[config.mk]
export PLATFORM = sky130hd
export DESIGN_NAME = tmds_encoder_8b10b
export DESIGN_NICKNAME = d
export VERILOG_FILES = /design/src/rtl/tmds_encoder_8b10b.sv
export SDC_FILE = /design/constraint.sdc
export NUM_CORES = 1
export LEC_CHECK = 0
export BUFFER_PORTS_ARGS = -buffer_cell sky130_fd_sc_hd__buf_2
export CAP_MARGIN = 20
export CORE_MARGIN = 3
export CORE_UTILIZATION = 35
export DETAILED_ROUTE_END_ITERATION = 10
export PLACE_DENSITY = 0.49
export SLEW_MARGIN = 20
export SYNTH_ARGS = -nofsm -noshare
export SYNTH_HDL_FRONTEND = slang
export SYNTH_SLANG_ARGS = --single-unit
[constraint.sdc]
create_clock -name pixel_clk -period 4.58 [get_ports pixel_clk]
set_clock_uncertainty 0.1 [all_clocks]
set_input_delay 0.229 -clock pixel_clk [delete_from_list [all_inputs] [get_ports pixel_clk]]
set_output_delay 0.229 -clock pixel_clk [all_outputs]
set_load 0.02 [all_outputs]
[src/rtl/tmds_encoder_8b10b.sv]
// Single-channel DVI TMDS encoder: one 8-bit colour component plus two control bits
// become a DC-balanced 10-bit character per pixel clock, through a three-stage pipeline.
module tmds_encoder_8b10b (
  input  logic       pixel_clk,
  input  logic       sys_rst_n,
  input  logic [7:0] din,
  input  logic       c0,
  input  logic       c1,
  input  logic       de,
  output logic [9:0] dout
);

  function automatic logic [3:0] count_ones(input logic [7:0] v);
    logic [3:0] n;
    n = '0;
    for (int i = 0; i < 8; i++) n = n + {3'b000, v[i]};
    return n;
  endfunction

  logic [7:0] din_s1;
  logic       c0_s1, c1_s1, de_s1;
  logic [3:0] n1d_s1;

  always_ff @(posedge pixel_clk or negedge sys_rst_n) begin
    if (!sys_rst_n) begin
      din_s1 <= '0;
      c0_s1  <= 1'b0;
      c1_s1  <= 1'b0;
      de_s1  <= 1'b0;
      n1d_s1 <= '0;
    end else begin
      din_s1 <= din;
      c0_s1  <= c0;
      c1_s1  <= c1;
      de_s1  <= de;
      n1d_s1 <= count_ones(din);
    end
  end

  // XNOR chaining is chosen for bytes heavy in ones, which keeps transitions low
  logic       use_xnor;
  logic [8:0] q_m;
  logic [3:0] n1q_next;

  always_comb begin
    use_xnor = (n1d_s1 > 4'd4) || ((n1d_s1 == 4'd4) && !din_s1[0]);
    q_m      = '0;
    q_m[0]   = din_s1[0];
    for (int i = 1; i < 8; i++)
      q_m[i] = use_xnor ? ~(q_m[i-1] ^ din_s1[i]) : (q_m[i-1] ^ din_s1[i]);
    q_m[8]   = ~use_xnor;
    n1q_next = count_ones(q_m[7:0]);
  end

  logic [8:0] q_m_s2;
  logic [3:0] n1q_s2, n0q_s2;
  logic       c0_s2, c1_s2, de_s2;

  always_ff @(posedge pixel_clk or negedge sys_rst_n) begin
    if (!sys_rst_n) begin
      q_m_s2 <= '0;
      n1q_s2 <= '0;
      n0q_s2 <= '0;
      c0_s2  <= 1'b0;
      c1_s2  <= 1'b0;
      de_s2  <= 1'b0;
    end else begin
      q_m_s2 <= q_m;
      n1q_s2 <= n1q_next;
      n0q_s2 <= 4'd8 - n1q_next;
      c0_s2  <= c0_s1;
      c1_s2  <= c1_s1;
      de_s2  <= de_s1;
    end
  end

  // Running disparity stays within -10..+10, so 5 signed bits never wrap
  logic signed [4:0] cnt, cnt_next;
  logic signed [4:0] n1q_w, n0q_w;
  logic        [9:0] dout_next;
  logic              qm8;

  always_comb begin
    n1q_w     = signed'({1'b0, n1q_s2});
    n0q_w     = signed'({1'b0, n0q_s2});
    qm8       = q_m_s2[8];
    dout_next = '0;
    cnt_next  = cnt;
    if (!de_s2) begin
      cnt_next = 5'sd0;
      case ({c1_s2, c0_s2})
        2'b00:   dout_next = 10'b1101010100;
        2'b01:   dout_next = 10'b0010101011;
        2'b10:   dout_next = 10'b0101010100;
        default: dout_next = 10'b1010101011;
      endcase
    end else if ((cnt == 5'sd0) || (n1q_s2 == n0q_s2)) begin
      dout_next = {~qm8, qm8, qm8 ? q_m_s2[7:0] : ~q_m_s2[7:0]};
      cnt_next  = qm8 ? (cnt + n1q_w - n0q_w) : (cnt + n0q_w - n1q_w);
    end else if (((cnt > 5'sd0) && (n1q_s2 > n0q_s2)) ||
                 ((cnt < 5'sd0) && (n0q_s2 > n1q_s2))) begin
      dout_next = {1'b1, qm8, ~q_m_s2[7:0]};
      cnt_next  = cnt + (qm8 ? 5'sd2 : 5'sd0) + n0q_w - n1q_w;
    end else begin
      dout_next = {1'b0, qm8, q_m_s2[7:0]};
      cnt_next  = cnt - (qm8 ? 5'sd0 : 5'sd2) + n1q_w - n0q_w;
    end
  end

  always_ff @(posedge pixel_clk or negedge sys_rst_n) begin
    if (!sys_rst_n) begin
      dout <= '0;
      cnt  <= 5'sd0;
    end else begin
      dout <= dout_next;
      cnt  <= cnt_next;
    end
  end

endmodule
Yosys cells after proc, flatten, opt, wreduce, memory -nomap -nowiden
Index checks and enable logic that the tools add are counted.

storage, ports and cells
  input port bits = 13
  logic and storage cells = 91
  register bits = 50
  output and inout port bits = 10

operators by class
  $lt $le $gt $ge = 5
  reductions and logical operators = 9
  eq/ne operators = 4
  bitwise operators = 17
  add/subtract/negate cells = 25
  mux-type cells = 18

operators with widths
  operator            number
  $add 4x1->4         8
  $mux 10             3
  $pmux 10 s3         1
  $add 5x5->5         4
  $mux 5              4
  $sub 5x5->5         4
  $not 1->1           9
  $add 3x1->4         2
  $gt 4x4->1          2
  $mux 8              1
  $not 8->8           1
  $mux 1              7
  $xor 1x1->1         7
  $add 2x1->3         2
  $add 5x3->5         1
  $gt 5x1->1 const B  1
  $logic_not 5->1     1
  $lt 5x1->1 const B  1
  $sub 5x3->5         1
  $add 1x1->2         2
  $eq 4x3->1 const B  1
  $eq 4x4->1          1
  $gt 4x3->1 const B  1
  $mux 2              2
  other kinds (7)     11

Depth between registers and ports, before layout
  depth in word-level cells = 24
  gate-level depth with buffers = 15
  mapped depth without buffers = 15

Worst setup path after synthesis
OpenSTA, ideal clock, no wires.

  path kind = reg2reg
  start point = reg din_s1[0]
  end point = reg n0q_s2[3]
  period minus slack after synthesis = 4.103 ns
  path buffers = 0
  cell stages (with the launch flop) = 16
  arrival = 3.871 ns
  library setup time = 0.132 ns
  path slack = 0.477 ns
  cell sequence = dfrtp_1 > inv_1 > or3_1 > a21oi_4 > xor2_1 > inv_1 > fa_1 > fa_1 > inv_1 > fa_1 > ha_1 > inv_1 > fa_1 > xnor2_1 > nor3_1 > xor2_1

on the way
  word-level cells in the longest chain between the ends = 24

RTL lines
  what                                                  RTL line  text
  start: declaration                                    20        logic [7:0] din_s1;
  start signal: assignment                              32        din_s1 <= din;
  $logic_not 1->1                                       46        use_xnor = (n1d_s1 > 4'd4) || ((n1d_s1 == 4'd4) && !din_s1[0]);
  $logic_and 1x1->1                                     46
  $logic_or 1x1->1                                      46
  $mux 1 (*)                                            50        q_m[i] = use_xnor ? ~(q_m[i-1] ^ din_s1[i]) : (q_m[i-1] ^ din_s1[i]);
  net q_m[1]                                            42        logic [8:0] q_m;
  branches (longest 18 deep; another with $add 3x1->4)  -
  $add 4x1->4 (*)                                       16        for (int i = 0; i < 8; i++) n = n + {3'b000, v[i]};
  net n1q_next[2]                                       43        logic [3:0] n1q_next;
  $sub 4x4->4 (*)                                       70        n0q_s2 <= 4'd8 - n1q_next;
  end signal: assignment                                70
  end: declaration                                      56        logic [3:0] n1q_s2, n0q_s2;

Mark *: on every way through the listed nets, which the timed path passes.

Final worst setup path
Ends and elaborated chain as after synthesis.

==> out/qor.csv <==
stage,metric,value,unit
critical_path,Critical Path Sink Type,register,
logic_synthesis,cell count after synthesis,278,
sta,total negative slack,0,ps
sta,count of endpoints failing setup in the final report,0,
cells_and_area,combined flip-flop and latch cell area,1230,um^2
flow_run,MaxCap Viol Count,0,
sta,final-report max-slew violation count,0,
cts,maximum clock insertion buffer count,2,
grt,GRT Total Usage,12.2,%
sta,peak clock frequency supported by timing,233,MHz
cts,cell at the root of the clock tree,clkbuf_8,
logic_synthesis,Yosys warning count,0,
critical_path,kind of critical path,reg -> reg,
grt,global-route wire length before repair,9.76,mm
logic_synthesis,most frequently used cell type in the post-synthesis netlist,inv_1,
logic_synthesis,area fraction of the dominant cell type after synthesis,39.1,%
critical_path,data required time of the worst path,4670,ps
floorplan,number of standard-cell rows in the floorplan,33,
hold_path,path class of the lowest-slack min-delay path,reg -> reg,
logic_synthesis,"Distinct cells, synth",36,
logic_synthesis,average size of a mapped cell,11.3,um^2
floorplan,core region area,8460,um^2
drt,drt via density,4.39,
grt,antenna violations before repair,0,
floorplan,area enclosed by the die boundary,10100,um^2
logic_synthesis,library cell occupying the most area in the post-synthesis netlist,dfrtp_1,
cells_and_area,area occupied by multi-input gates,1650,um^2
cells_and_area,synthesis-to-finish area growth,14.2,%
logic_synthesis,share of flip-flops with an asynchronous set or reset,100,%
logic_synthesis,flop and latch count out of synthesis,49,
drt,DR WL/cell,13.1,um
cts,Clock Sink Count,49,
cells_and_area,number of fillers in the final layout,811,
sta,unrepaired setup endpoints after global routing,false,
sta,tightest hold margin,255,ps
sta,worst-case headroom to the max-slew limit,31.5,%
sta,share of the clock period used by the worst path,93.7,%
critical_path,element type at the critical path start,register,
cells_and_area,net total in the final layout,382,
sta,actual slew at the worst max-slew pin,1030,ps
status,run status,finished clean,
floorplan,vertical extent of the die,101,um
drt,first-pass iteration count of the detailed router,5,
logic_synthesis,cell area after synthesis,3140,um^2
floorplan,num ports,23,
sta,"Worst Setup Slack, final",288,ps
logic_synthesis,Syn Nets,345,
cells_and_area,number of antenna diodes,0,
cells_and_area,share of post-route cells with drive strength above 1,13.3,%
cts,latest clock arrival within the worst-skew pair,310,ps
logic_synthesis,sequential cell area fraction in the yosys report,39.1,%
place,RePlAce Congestion,0.764,
logic_synthesis,number of enable flip-flop cells after synthesis,0,
floorplan,initial core utilization,37.0,%
drt,DRT iter0 DRCs,36,
drt,post-route DRC violation count,0,
cts,number of buffers inserted during clock tree synthesis,5,
grt,pin count of the biggest net entering global routing,50,
logic_synthesis,flip-flop cell with the highest count after synthesis,dfrtp_1,
floorplan,width of the die,101,um
cts,CTS H-tree lvls,2,
cts,clock-pin slew of the registers on the worst-case setup and hold paths,100,ps
cts,TritonCTS clock tree,yes,
place,PortBufs,22,
place,setup slack at placement,248,ps
logic_synthesis,top cells by instance count after synthesis,"inv_1, dfrtp_1, ha_1, a21oi_1, xnor2_1",
sta,endpoints failing hold,0,
sta,crit path time final,4290,ps
place,DP Wirelength,4.39,mm
grt,leftover overflow at the end of global routing,0,
grt,via count of the first global-routing pass,2004,
drt,"antenna viol nets, final",0,
logic_synthesis,largest cells by area after synthesis,"dfrtp_1, ha_1, fa_1, inv_1, xnor2_1",
critical_path,largest fanout on the critical path,4,
drt,DR vias,1849,
critical_path,arrival time of data at the critical path endpoint,4380,ps
drt,WL final,5.52,mm
[sequential cells by signal (all words and copies together), names as in the netlist]
name and count:
c0_s1 1, c0_s2 1, c1_s1 1, c1_s2 1, cnt 5, de_s1 1
de_s2 1, din_s1 8, dout 10, n0q_s2 4, n1d_s1 4, n1q_s2 3
q_m_s2 9
[path summary, 6_finish.rpt]
check,slack [ps],to,cells past startpoint,start
max reg2reg,290,n0q_s2[3],15,din_s1[0]
min in group asynchronous,380,c0_s1,2,sys_rst_n
max in group asynchronous,3590,cnt[2],2,sys_rst_n
max,290,n0q_s2[3],15,din_s1[0]
min reg2reg,250,c1_s2,0,c1_s1
min,250,c1_s2,0,c1_s1
[through the flow]
step,instances,utilization (%),area [um^2]
floorplan,278,-,3140
global placement,401,39.5,3340
detailed placement,401,39.5,3340
CTS,420,42.2,3570
global route,421,42.3,3580
finish,421,42.3,3580
[critical path: stages, from the launching register on]
cell and delay (ps):
dfrtp_1 410, inv_1 90, or3_1 420, a21oi_4 240
xor2_1 200, inv_1 80, fa_1 480, fa_1 510
inv_1 40, fa_1 480, ha_1 160, inv_1 50
fa_1 370, xnor2_1 290, nor3_1 90, xor2_1 150
[placed cells by master, fill, tap and decap left out, drive strengths merged, types with 2 or more instances in the layout]
cell	count
nand2	6
inv	61
mux2i	5
a211oi	2
clkbuf	5
ha	35
nor3	4
dfrtp	49
mux2	3
xnor2	27
nor2b	2
nand3	2
dlygate4sd3	12
nand2b	2
xor2	8
buf	22
a21o	2
a21oi	24
nor2	6
o21ai	5
fa	19
[cell families after synthesis]
kind of cell | count (synthesis) | synth area share, %
buf+inv | 64 | 8.38
fa+ha+maj | 54 | 26.1
flops | 49 | 39.1
compound gates | 42 | 8.38
xor+xnor | 35 | 10.7
simple gates | 26 | 4.63
mux | 8 | 2.67
[area by class of cell]
class / instances / area share [%]
Clock buffer: 5 / 1.92
Clock inverter: 3 / 1.40
Inverter: 60 / 6.29
Multi-Input combinational cell: 165 / 46.0
Sequential cell: 49 / 34.2
Tap cell: 105 / 3.67
Timing Repair Buffer: 34 / 6.50
[metal layers]
metal / part of all wire, % / vias to the layer above / track usage, % / wire (um)
met2: 49 / 19 / 20.6 / 2730
met4: 0.54 / 0 / 2.18 / 30
met1: 47 / 884 / 16.3 / 2620
li1: - / 942 / - / -
met5: 0 / - / 0 / 0
met3: 2.5 / 4 / 2.56 / 140
[what timing repair did]
item / in CTS / in global routing
hold endpoints to repair: 11 / 49
hold buffers: 11 / 1
gates resized for setup: 0 / 0
buffers inserted: 0 / 0
Power is not shown: default switching activity piles up to over one toggle a cycle in this logic, so the estimate is an artifact.
